==> src/rtl/mul_div_sequencer_if.sv <==
// -----------------------------------------------------------------------------
// mul_div_sequencer_if
// Request/result bundle between the execution stage and the multiply/divide
// sequencer. The master (execution stage) drives the request side. The slave
// (sequencer) drives status and results.
//
// Signals
//   start, cancel      request pulse / synchronous abort
//   op[0:1]            00 MULU, 01 MULS, 10 DIVU, 11 DIVS (op[0] = divide)
//   a, b [0:WIDTH-1]   operands; bit 0 is the MSB (sign bit)
//   busy, done, err    status; err is meaningful while done is high
//   resHi, resLo       product high/low word, or remainder/quotient
// -----------------------------------------------------------------------------
`ifndef WORD_LENGTH
`define WORD_LENGTH 32
`endif

interface mul_div_sequencer_if #(
    parameter int WIDTH = `WORD_LENGTH
);
    logic               start;
    logic               cancel;
    logic [0:1]         op;
    logic [0:WIDTH-1]   a;
    logic [0:WIDTH-1]   b;
    logic               busy;
    logic               done;
    logic               err;
    logic [0:WIDTH-1]   resHi;
    logic [0:WIDTH-1]   resLo;

    modport master (
        output start, cancel, op, a, b,
        input  busy, done, err, resHi, resLo
    );

    modport slave (
        input  start, cancel, op, a, b,
        output busy, done, err, resHi, resLo
    );
endinterface

==> src/rtl/mul_div_sequencer.sv <==
// -----------------------------------------------------------------------------
// mul_div_sequencer
// Multi-cycle multiply/divide unit for the VCPU-32 execution stage. Each
// operation takes one SETUP cycle, then WIDTH ITER steps on a shared 2*WIDTH
// shift register, then one FIXUP cycle. After that, done pulses for one cycle.
// The multiply is radix-2 shift-add on operand magnitudes. The divide is
// restoring division on magnitudes. FIXUP restores the signs.
//
// Ports
//   clk    rising-edge clock
//   rstN   asynchronous active-low reset
//   bus    mul_div_sequencer_if.slave (request in; busy/done/err/results out)
//
// Configuration
//   VCPU32_MULDIV_DIV_EN  defined: DIVU/DIVS are implemented.
//                         undefined: divide ops finish with err=1 and zero
//                         results.
//   WIDTH must match the WIDTH of the connected interface and be >= 4.
// -----------------------------------------------------------------------------
`ifndef WORD_LENGTH
`define WORD_LENGTH 32
`endif

module mul_div_sequencer #(
    parameter int WIDTH = `WORD_LENGTH
) (
    input  logic                clk,
    input  logic                rstN,
    mul_div_sequencer_if.slave  bus
);
    localparam int CW = $clog2(WIDTH + 1);

    typedef enum logic [2:0] {S_IDLE, S_SETUP, S_ITER, S_FIXUP, S_DONE} state_t;

    state_t             r_state;
    logic [1:0]         r_op;       // [1] = divide, [0] = signed
    logic [WIDTH-1:0]   r_a;        // raw operand until SETUP, then magnitude
    logic [WIDTH-1:0]   r_b;
    logic [2*WIDTH-1:0] r_acc;      // {hi, lo}: product, or {rem, quo}
    logic [CW-1:0]      r_cnt;
    logic               r_sa, r_sb;
    logic               r_eflag;    // SETUP found an error; FIXUP publishes r_acc as is
    logic               r_busy, r_done, r_err;
    logic [WIDTH-1:0]   r_res_hi, r_res_lo;

    logic               w_sa, w_sb;
    logic [WIDTH-1:0]   w_abs_a, w_abs_b;
    logic [WIDTH:0]     w_mul_sum;
    logic [2*WIDTH:0]   w_mul_wide;
    logic [2*WIDTH-1:0] w_mul_next;
    logic [2*WIDTH-1:0] w_fix;
`ifdef VCPU32_MULDIV_DIV_EN
    localparam logic [WIDTH-1:0] MIN_VAL = {1'b1, {(WIDTH-1){1'b0}}};
    logic [WIDTH:0]     w_div_shift;
    logic [WIDTH:0]     w_div_diff;
    logic [2*WIDTH-1:0] w_div_next;
    logic [WIDTH-1:0]   w_rem_fix, w_quo_fix;
`endif

    always_comb begin
        // NOTE: every always_comb output gets an unconditional value first so no path can infer a latch.
        w_sa       = r_op[0] & r_a[WIDTH-1];
        w_sb       = r_op[0] & r_b[WIDTH-1];
        w_abs_a    = w_sa ? -r_a : r_a;
        w_abs_b    = w_sb ? -r_b : r_b;
        // Multiply step: conditionally add the multiplicand into the upper half.
        // Then shift {carry, acc} right by one.
        w_mul_sum  = {1'b0, r_acc[2*WIDTH-1:WIDTH]} + {1'b0, r_a};
        w_mul_wide = r_acc[0] ? {w_mul_sum, r_acc[WIDTH-1:0]} : {1'b0, r_acc};
        w_mul_next = w_mul_wide[2*WIDTH:1];
        w_fix      = (r_sa ^ r_sb) ? -r_acc : r_acc;
`ifdef VCPU32_MULDIV_DIV_EN
        // Divide step: shift {rem, quo} left and trial-subtract the divisor.
        // The MSB of the (WIDTH+1)-bit difference is the borrow.
        w_div_shift = r_acc[2*WIDTH-1:WIDTH-1];
        w_div_diff  = w_div_shift - {1'b0, r_b};
        w_div_next  = w_div_diff[WIDTH]
                    ? {w_div_shift[WIDTH-1:0], r_acc[WIDTH-2:0], 1'b0}
                    : {w_div_diff[WIDTH-1:0],  r_acc[WIDTH-2:0], 1'b1};
        // The remainder follows the dividend's sign. The quotient truncates toward zero.
        w_rem_fix = r_sa ? -r_acc[2*WIDTH-1:WIDTH] : r_acc[2*WIDTH-1:WIDTH];
        w_quo_fix = (r_sa ^ r_sb) ? -r_acc[WIDTH-1:0] : r_acc[WIDTH-1:0];
        if (r_op[1]) begin
            w_fix = {w_rem_fix, w_quo_fix};
        end
`endif
    end

    always_ff @(posedge clk or negedge rstN) begin
        if (!rstN) begin
            // NOTE: operand and result registers are reset along with the FSM, so the outputs read zero after reset.
            r_state  <= S_IDLE;
            r_op     <= '0;
            r_a      <= '0;
            r_b      <= '0;
            r_acc    <= '0;
            r_cnt    <= '0;
            r_sa     <= 1'b0;
            r_sb     <= 1'b0;
            r_eflag  <= 1'b0;
            r_busy   <= 1'b0;
            r_done   <= 1'b0;
            r_err    <= 1'b0;
            r_res_hi <= '0;
            r_res_lo <= '0;
        end else if (bus.cancel) begin
            // Abort from any state. Results and err keep their last values.
            // NOTE: sequential state uses non-blocking assignments so every register updates from pre-edge values.
            r_state <= S_IDLE;
            r_busy  <= 1'b0;
            r_done  <= 1'b0;
        end else begin
            r_done <= 1'b0;
            unique case (r_state)
                S_IDLE, S_DONE: begin
                    if (bus.start) begin
                        r_op    <= bus.op;
                        r_a     <= bus.a;
                        r_b     <= bus.b;
                        r_state <= S_SETUP;
                        r_busy  <= 1'b1;
                    end else begin
                        r_state <= S_IDLE;
                        r_busy  <= 1'b0;
                    end
                end
                S_SETUP: begin
                    r_sa    <= w_sa;
                    r_sb    <= w_sb;
                    r_a     <= w_abs_a;
                    r_b     <= w_abs_b;
                    r_cnt   <= CW'(WIDTH);
                    r_eflag <= 1'b0;
                    // Multiply shifts the multiplier through lo. Divide shifts the dividend.
                    r_acc   <= {{WIDTH{1'b0}}, (r_op[1] ? w_abs_a : w_abs_b)};
                    r_state <= S_ITER;
`ifdef VCPU32_MULDIV_DIV_EN
                    // Error cases skip ITER. FIXUP then publishes the preloaded result.
                    if (r_op[1] && r_b == '0) begin
                        r_eflag <= 1'b1;
                        r_acc   <= {r_a, {WIDTH{1'b1}}};
                        r_state <= S_FIXUP;
                    end else if (r_op == 2'b11 && r_a == MIN_VAL && r_b == '1) begin
                        r_eflag <= 1'b1;
                        r_acc   <= {{WIDTH{1'b0}}, MIN_VAL};
                        r_state <= S_FIXUP;
                    end
`else
                    if (r_op[1]) begin
                        r_eflag <= 1'b1;
                        r_acc   <= '0;
                        r_state <= S_FIXUP;
                    end
`endif
                end
                S_ITER: begin
                    r_cnt <= r_cnt - CW'(1);
`ifdef VCPU32_MULDIV_DIV_EN
                    r_acc <= r_op[1] ? w_div_next : w_mul_next;
`else
                    r_acc <= w_mul_next;
`endif
                    if (r_cnt == CW'(1)) begin
                        r_state <= S_FIXUP;
                    end
                end
                S_FIXUP: begin
                    r_err                <= r_eflag;
                    {r_res_hi, r_res_lo} <= r_eflag ? r_acc : w_fix;
                    r_state              <= S_DONE;
                    r_busy               <= 1'b0;
                    r_done               <= 1'b1;
                end
                default: begin
                    r_state <= S_IDLE;
                    r_busy  <= 1'b0;
                end
            endcase
        end
    end

    assign bus.busy  = r_busy;
    assign bus.done  = r_done;
    assign bus.err   = r_err;
    assign bus.resHi = r_res_hi;
    assign bus.resLo = r_res_lo;
endmodule

==> src/flat_wrapper.sv <==
// flat-port wrapper written by rule: the top's interface ports become plain ports
module mul_div_sequencer_flat 
#(
    parameter int WIDTH = `WORD_LENGTH
)
  (clk, rstN, bus_start, bus_cancel, bus_op, bus_a, bus_b, bus_busy, bus_done, bus_err, bus_resHi, bus_resLo);
  mul_div_sequencer_if #(.WIDTH(WIDTH)) bus_i ();
  input  logic clk;
  input  logic rstN;
  input wire logic [$bits(bus_i.start)-1:0] bus_start;
  input wire logic [$bits(bus_i.cancel)-1:0] bus_cancel;
  input wire logic [$bits(bus_i.op)-1:0] bus_op;
  input wire logic [$bits(bus_i.a)-1:0] bus_a;
  input wire logic [$bits(bus_i.b)-1:0] bus_b;
  output wire logic [$bits(bus_i.busy)-1:0] bus_busy;
  output wire logic [$bits(bus_i.done)-1:0] bus_done;
  output wire logic [$bits(bus_i.err)-1:0] bus_err;
  output wire logic [$bits(bus_i.resHi)-1:0] bus_resHi;
  output wire logic [$bits(bus_i.resLo)-1:0] bus_resLo;
  assign bus_i.start = bus_start;
  assign bus_i.cancel = bus_cancel;
  assign bus_i.op = bus_op;
  assign bus_i.a = bus_a;
  assign bus_i.b = bus_b;
  assign bus_busy = bus_i.busy;
  assign bus_done = bus_i.done;
  assign bus_err = bus_i.err;
  assign bus_resHi = bus_i.resHi;
  assign bus_resLo = bus_i.resLo;
  mul_div_sequencer #(.WIDTH(WIDTH)) u_core (.clk(clk), .rstN(rstN), .bus(bus_i));
endmodule
==> config.mk <==
export PLATFORM = sky130hd
export DESIGN_NAME = mul_div_sequencer_flat
export DESIGN_NICKNAME = d
export VERILOG_FILES = /design/src/rtl/mul_div_sequencer_if.sv /design/src/rtl/mul_div_sequencer.sv /design/src/flat_wrapper.sv
export SDC_FILE = /design/constraint.sdc
export NUM_CORES = 1
export LEC_CHECK = 0
export CORE_MARGIN = 4
export CORE_UTILIZATION = 30
export DETAILED_ROUTE_END_ITERATION = 12
export GPL_ROUTABILITY_DRIVEN = 0
export GPL_TIMING_DRIVEN = 1
export PLACE_DENSITY = 0.46
export RECOVER_POWER = 100
export SYNTH_ARGS = -nofsm -noshare
export SYNTH_HDL_FRONTEND = slang
export SYNTH_SLANG_ARGS = --single-unit
==> constraint.sdc <==
create_clock -name clk -period 8.25 [get_ports clk]
set_clock_uncertainty 0.1 [all_clocks]
set_input_delay 2.0625 -clock clk [delete_from_list [all_inputs] [get_ports clk]]
set_output_delay 2.0625 -clock clk [all_outputs]
set_load 0.01 [all_outputs]
==> impl_metrics.env <==
export IMPL_whs_path_depth=2
export IMPL_max_cap_violations=7
export IMPL_min_path_type="flip-flop to flip-flop"
export IMPL_period_minus_slack_ns=6.331
export IMPL_drt_wl_total_mm=41.42
export IMPL_intPower_mw=3.716
export IMPL_numPlacedInstances=2196
export IMPL_antenna_found_initial=0
export IMPL_worstSetupPathType="primary input to flip-flop"
export IMPL_clockPowerShare_pct=20.2
export IMPL_end_kind="flip-flop"
export IMPL_cp_arrival_ns=6.55
export IMPL_grt_start_max_net_pins=81
export IMPL_synthCells=1552
export IMPL_num_io_pins=137
export IMPL_setup_ws_ns=1.919
export IMPL_fin_nets=1747
export IMPL_cp_slowest_cell="clkbuf_1"
export IMPL_stdcell_area_um2=15900
export IMPL_yosysSeqAreaShare_pct=40.20
export IMPL_synth_async_sr_flop_share_pct=100.0
export IMPL_syn_to_final_growth_pct=22.22
export IMPL_rr_worst_depth=9
export IMPL_reg2reg_to="u_core.r_a[12]"
export IMPL_first_global_vias=11300
export IMPL_seqPwrFrac_pct=30.9
export IMPL_core_um2=42980
export IMPL_drcViolationCount=0
export IMPL_slew_headroom_pct=-103.6
export IMPL_postPlaceCellArea_um2=14920
export IMPL_drtPass1Iterations=5
export IMPL_dieArea_um2=46770
export IMPL_power_switching_mw=3.032
export IMPL_p_total_mw=6.748
export IMPL_synth_area_leaders="dfrtp_1, o21ai_0, nand2_1, nor2_1, xor2_1"
export IMPL_htree_levels=1
export IMPL_cp_required_ns=8.47
export IMPL_grt_use_total_pct=17.41
export IMPL_ir_drop_mv=0.1386
export IMPL_min_from="u_core.bus.resHi[2]"
export IMPL_path_cells="dlygate4sd3_1 -> nor3_1 -> nor2_1 -> clkbuf_1 -> o21ai_0"
export IMPL_grt_pass1_wl_mm=66.16
export IMPL_die_height_um=216.3
export IMPL_final_core_util_pct=37.00
export IMPL_post_cts_resized=0
export IMPL_reg2reg_setup_slack_ns=3.50
export IMPL_synth_seq_cells=209
export IMPL_hpwlAfterDp_mm=30.71
export IMPL_finalHoldViolCount=0
export IMPL_num_vias=11500
export IMPL_drt_iter0_drc=800
export IMPL_port_buffers=136
export IMPL_ys_warn_count=0
export IMPL_cts_hold_buf=0
export IMPL_fillerInstances=4444
export IMPL_cts_setup_buffers=0
export IMPL_power_frac_comb_pct=48.9
export IMPL_yosys_area_top_type="dfrtp_1"
export IMPL_fmax_ghz=0.1580
export IMPL_fp_dieW_um=216.3
export IMPL_finalNonFillerCells=2242
export IMPL_hold_end="u_core.bus.resHi[2]"
export IMPL_rows=76
export IMPL_syn_nets=1660
export IMPL_cpPeakStageDelay_ns=1.63
export IMPL_avgSynthCellArea_um2=8.384
export IMPL_final_layout_size_suffix_gt1_share_pct=4.707
export IMPL_antenna_left=0
export IMPL_maxSlewViolCount=322
export IMPL_rsz0062_at_grt="no"
export IMPL_tightest_slew_ns=3.054
export IMPL_clkLatencyLatePin_ns=0.54
export IMPL_overflow=0
export IMPL_p_per_area_nw_per_um2=424.3
export IMPL_status="finished with violations"
export IMPL_clockBufferDepth=3
export IMPL_critPathLaunchType="primary input"
export IMPL_cts_sinks=209
export IMPL_setup_viol=0
export IMPL_violations="capacitance limit, slew limit"
export IMPL_worst_path_buf_inv=2
export IMPL_cts_buffers=26
export IMPL_netlist_area_um2=13010
export IMPL_crit_fanout=51
export IMPL_power_leakage_nw=6.638
export IMPL_cts_root_buf="clkbuf_16"
export IMPL_clk_pin_slew_worst_paths_ns=0.05
export IMPL_start_util_pct=30.27
export IMPL_fin_setup_tns_ns=0
export IMPL_vias_per_cell=5.128
export IMPL_wire_per_inst_um=18.48
export IMPL_synth_top_area_share_pct=40.20
export IMPL_whs_ns=0.3681
export IMPL_synth_edf_count=0
export IMPL_ys_flop_type="dfrtp_1"
export IMPL_n_antenna_cell=0
export IMPL_switching_share_pct=44.93
export IMPL_fin_crit_sh_pct=76.74
export IMPL_path_delay_family="buffers and inverters"
export IMPL_yosys_cell_types_count=73
export IMPL_cts_tree="done"
export IMPL_r2r_start="u_core.r_state[0]"
export IMPL_dp_slack_ns=2.844
-- how the worst max path moves through the flow --
| stage | cells past startpoint | start | to | slack [ns] |
|---|---|---|---|---|
| after floorplan | 7 | bus_cancel | u_core.r_acc[40] | 4.69 |
| after global placement | 8 | bus_cancel | u_core.r_a[8] | 2.93 |
| after detailed placement | 8 | bus_cancel | u_core.r_a[8] | 2.84 |
| after CTS | 8 | bus_cancel | u_core.r_a[8] | 3.42 |
| after global routing | 5 | bus_cancel | u_core.r_acc[14] | 1.56 |
| final | 5 | bus_cancel | u_core.r_acc[14] | 1.92 |
-- registers in the layout, indices dropped and copies added, names as in the netlist --
signal,cells
u_core.r_cnt,6
u_core.r_sa,1
u_core.bus.err,1
u_core.bus.resLo,32
u_core.bus.resHi,32
u_core.r_acc,64
u_core.r_b,32
u_core.r_state,3
u_core.bus.busy,1
u_core.bus.done,1
u_core.r_a,32
u_core.r_sb,1
u_core.r_eflag,1
u_core.r_op,2
-- power by group through the flow --
stage | sequential (mW) | combinational (mW) | clock, mW
after floorplan | 1.89 | 2.37 | 0
after global placement | 2.09 | 3.34 | 0
after detailed placement | 2.10 | 3.37 | 0
after CTS | 2.09 | 3.38 | 1.41
after global routing | 2.17 | 3.73 | 1.44
final | 2.08 | 3.30 | 1.36
-- tightest hold or removal path: stages, from the launching register on --
cell and delay (ns):
dfrtp_1 0.33, nand2_1 0.04, o21ai_0 0.06
-- per-layer routing --
layer,share of wire [%],vias up,GRT usage [%],routed length [µm]
li1,-,5801,-,-
met1,53,5381,27.91,21930
met2,41,275,24.88,16890
met3,4.7,40,2.229,1930
met4,1.6,0,3.542,668
met5,0,-,0,0
-- cells in the mapped netlist (all sizes together), types with 6 or more instances --
cell / count
nand2: 214
dfrtp: 209
o21ai: 189
nor2: 153
a21oi: 113
clkbuf: 82
xor2: 65
xnor2: 56
nor3: 52
a22oi: 40
ha: 37
inv: 27
a221oi: 21
a31oi: 21
nor4: 20
nand3: 19
a21o: 17
mux2i: 16
o31ai: 16
o41ai: 15
or3: 13
or4: 13
buf: 11
nand2b: 11
o22ai: 11
o21bai: 10
a32oi: 9
nand4: 9
or2: 7
a211oi: 6
and2: 6
-- kinds of logic after synthesis --
kind of cell | share of synthesized area, %
AOI/OAI and AO/OA | 23.75
xor gates and xnor gates | 8.145
adders and majority gates | 3.712
buffers and inverters | 3.539
DFF | 40.20
muxes | 1.231
and+or+nand+nor | 19.42
-- area by class of cell --
type,instances,area [µm²],share of cell area [%]
clock inverter,11,282.8,1.778
clock buffer,35,735.7,4.626
timing repair buffer,152,1470,9.245
multi-input combinational,1221,7343,46.18
sequential,209,5230,32.89
inverter,29,108.9,0.6845
tap,585,732.0,4.603
-- cell usage in the layout, fill, tap and decap left out, types with 7 or more instances in the layout --
master / Yosys / final
nand2_1: 214 / 214
dfrtp_1: 209 / 209
o21ai_0: 179 / 188
nor2_1: 153 / 149
a21oi_1: 113 / 113
dlygate4sd3_1: 0 / 68
clkdlybuf4s50_1: 0 / 67
xor2_1: 65 / 65
xnor2_1: 56 / 56
nor3_1: 50 / 50
a22oi_1: 40 / 40
ha_1: 37 / 37
inv_1: 27 / 27
clkbuf_16: 0 / 27
a221oi_1: 21 / 21
a31oi_1: 21 / 21
nand3_1: 19 / 19
a21o_1: 17 / 17
nor4_1: 17 / 17
mux2i_1: 16 / 16
o31ai_1: 16 / 16
o41ai_1: 14 / 14
or3_1: 13 / 13
buf_4: 0 / 12
nand2b_1: 11 / 11
o22ai_1: 11 / 11
o21bai_1: 10 / 10
a32oi_1: 9 / 9
nand4_1: 9 / 9
bufinv_16: 0 / 9
clkbuf_1: 81 / 9
or4_1: 7 / 7
No activity file was read; power rests on OpenSTA's default activity.
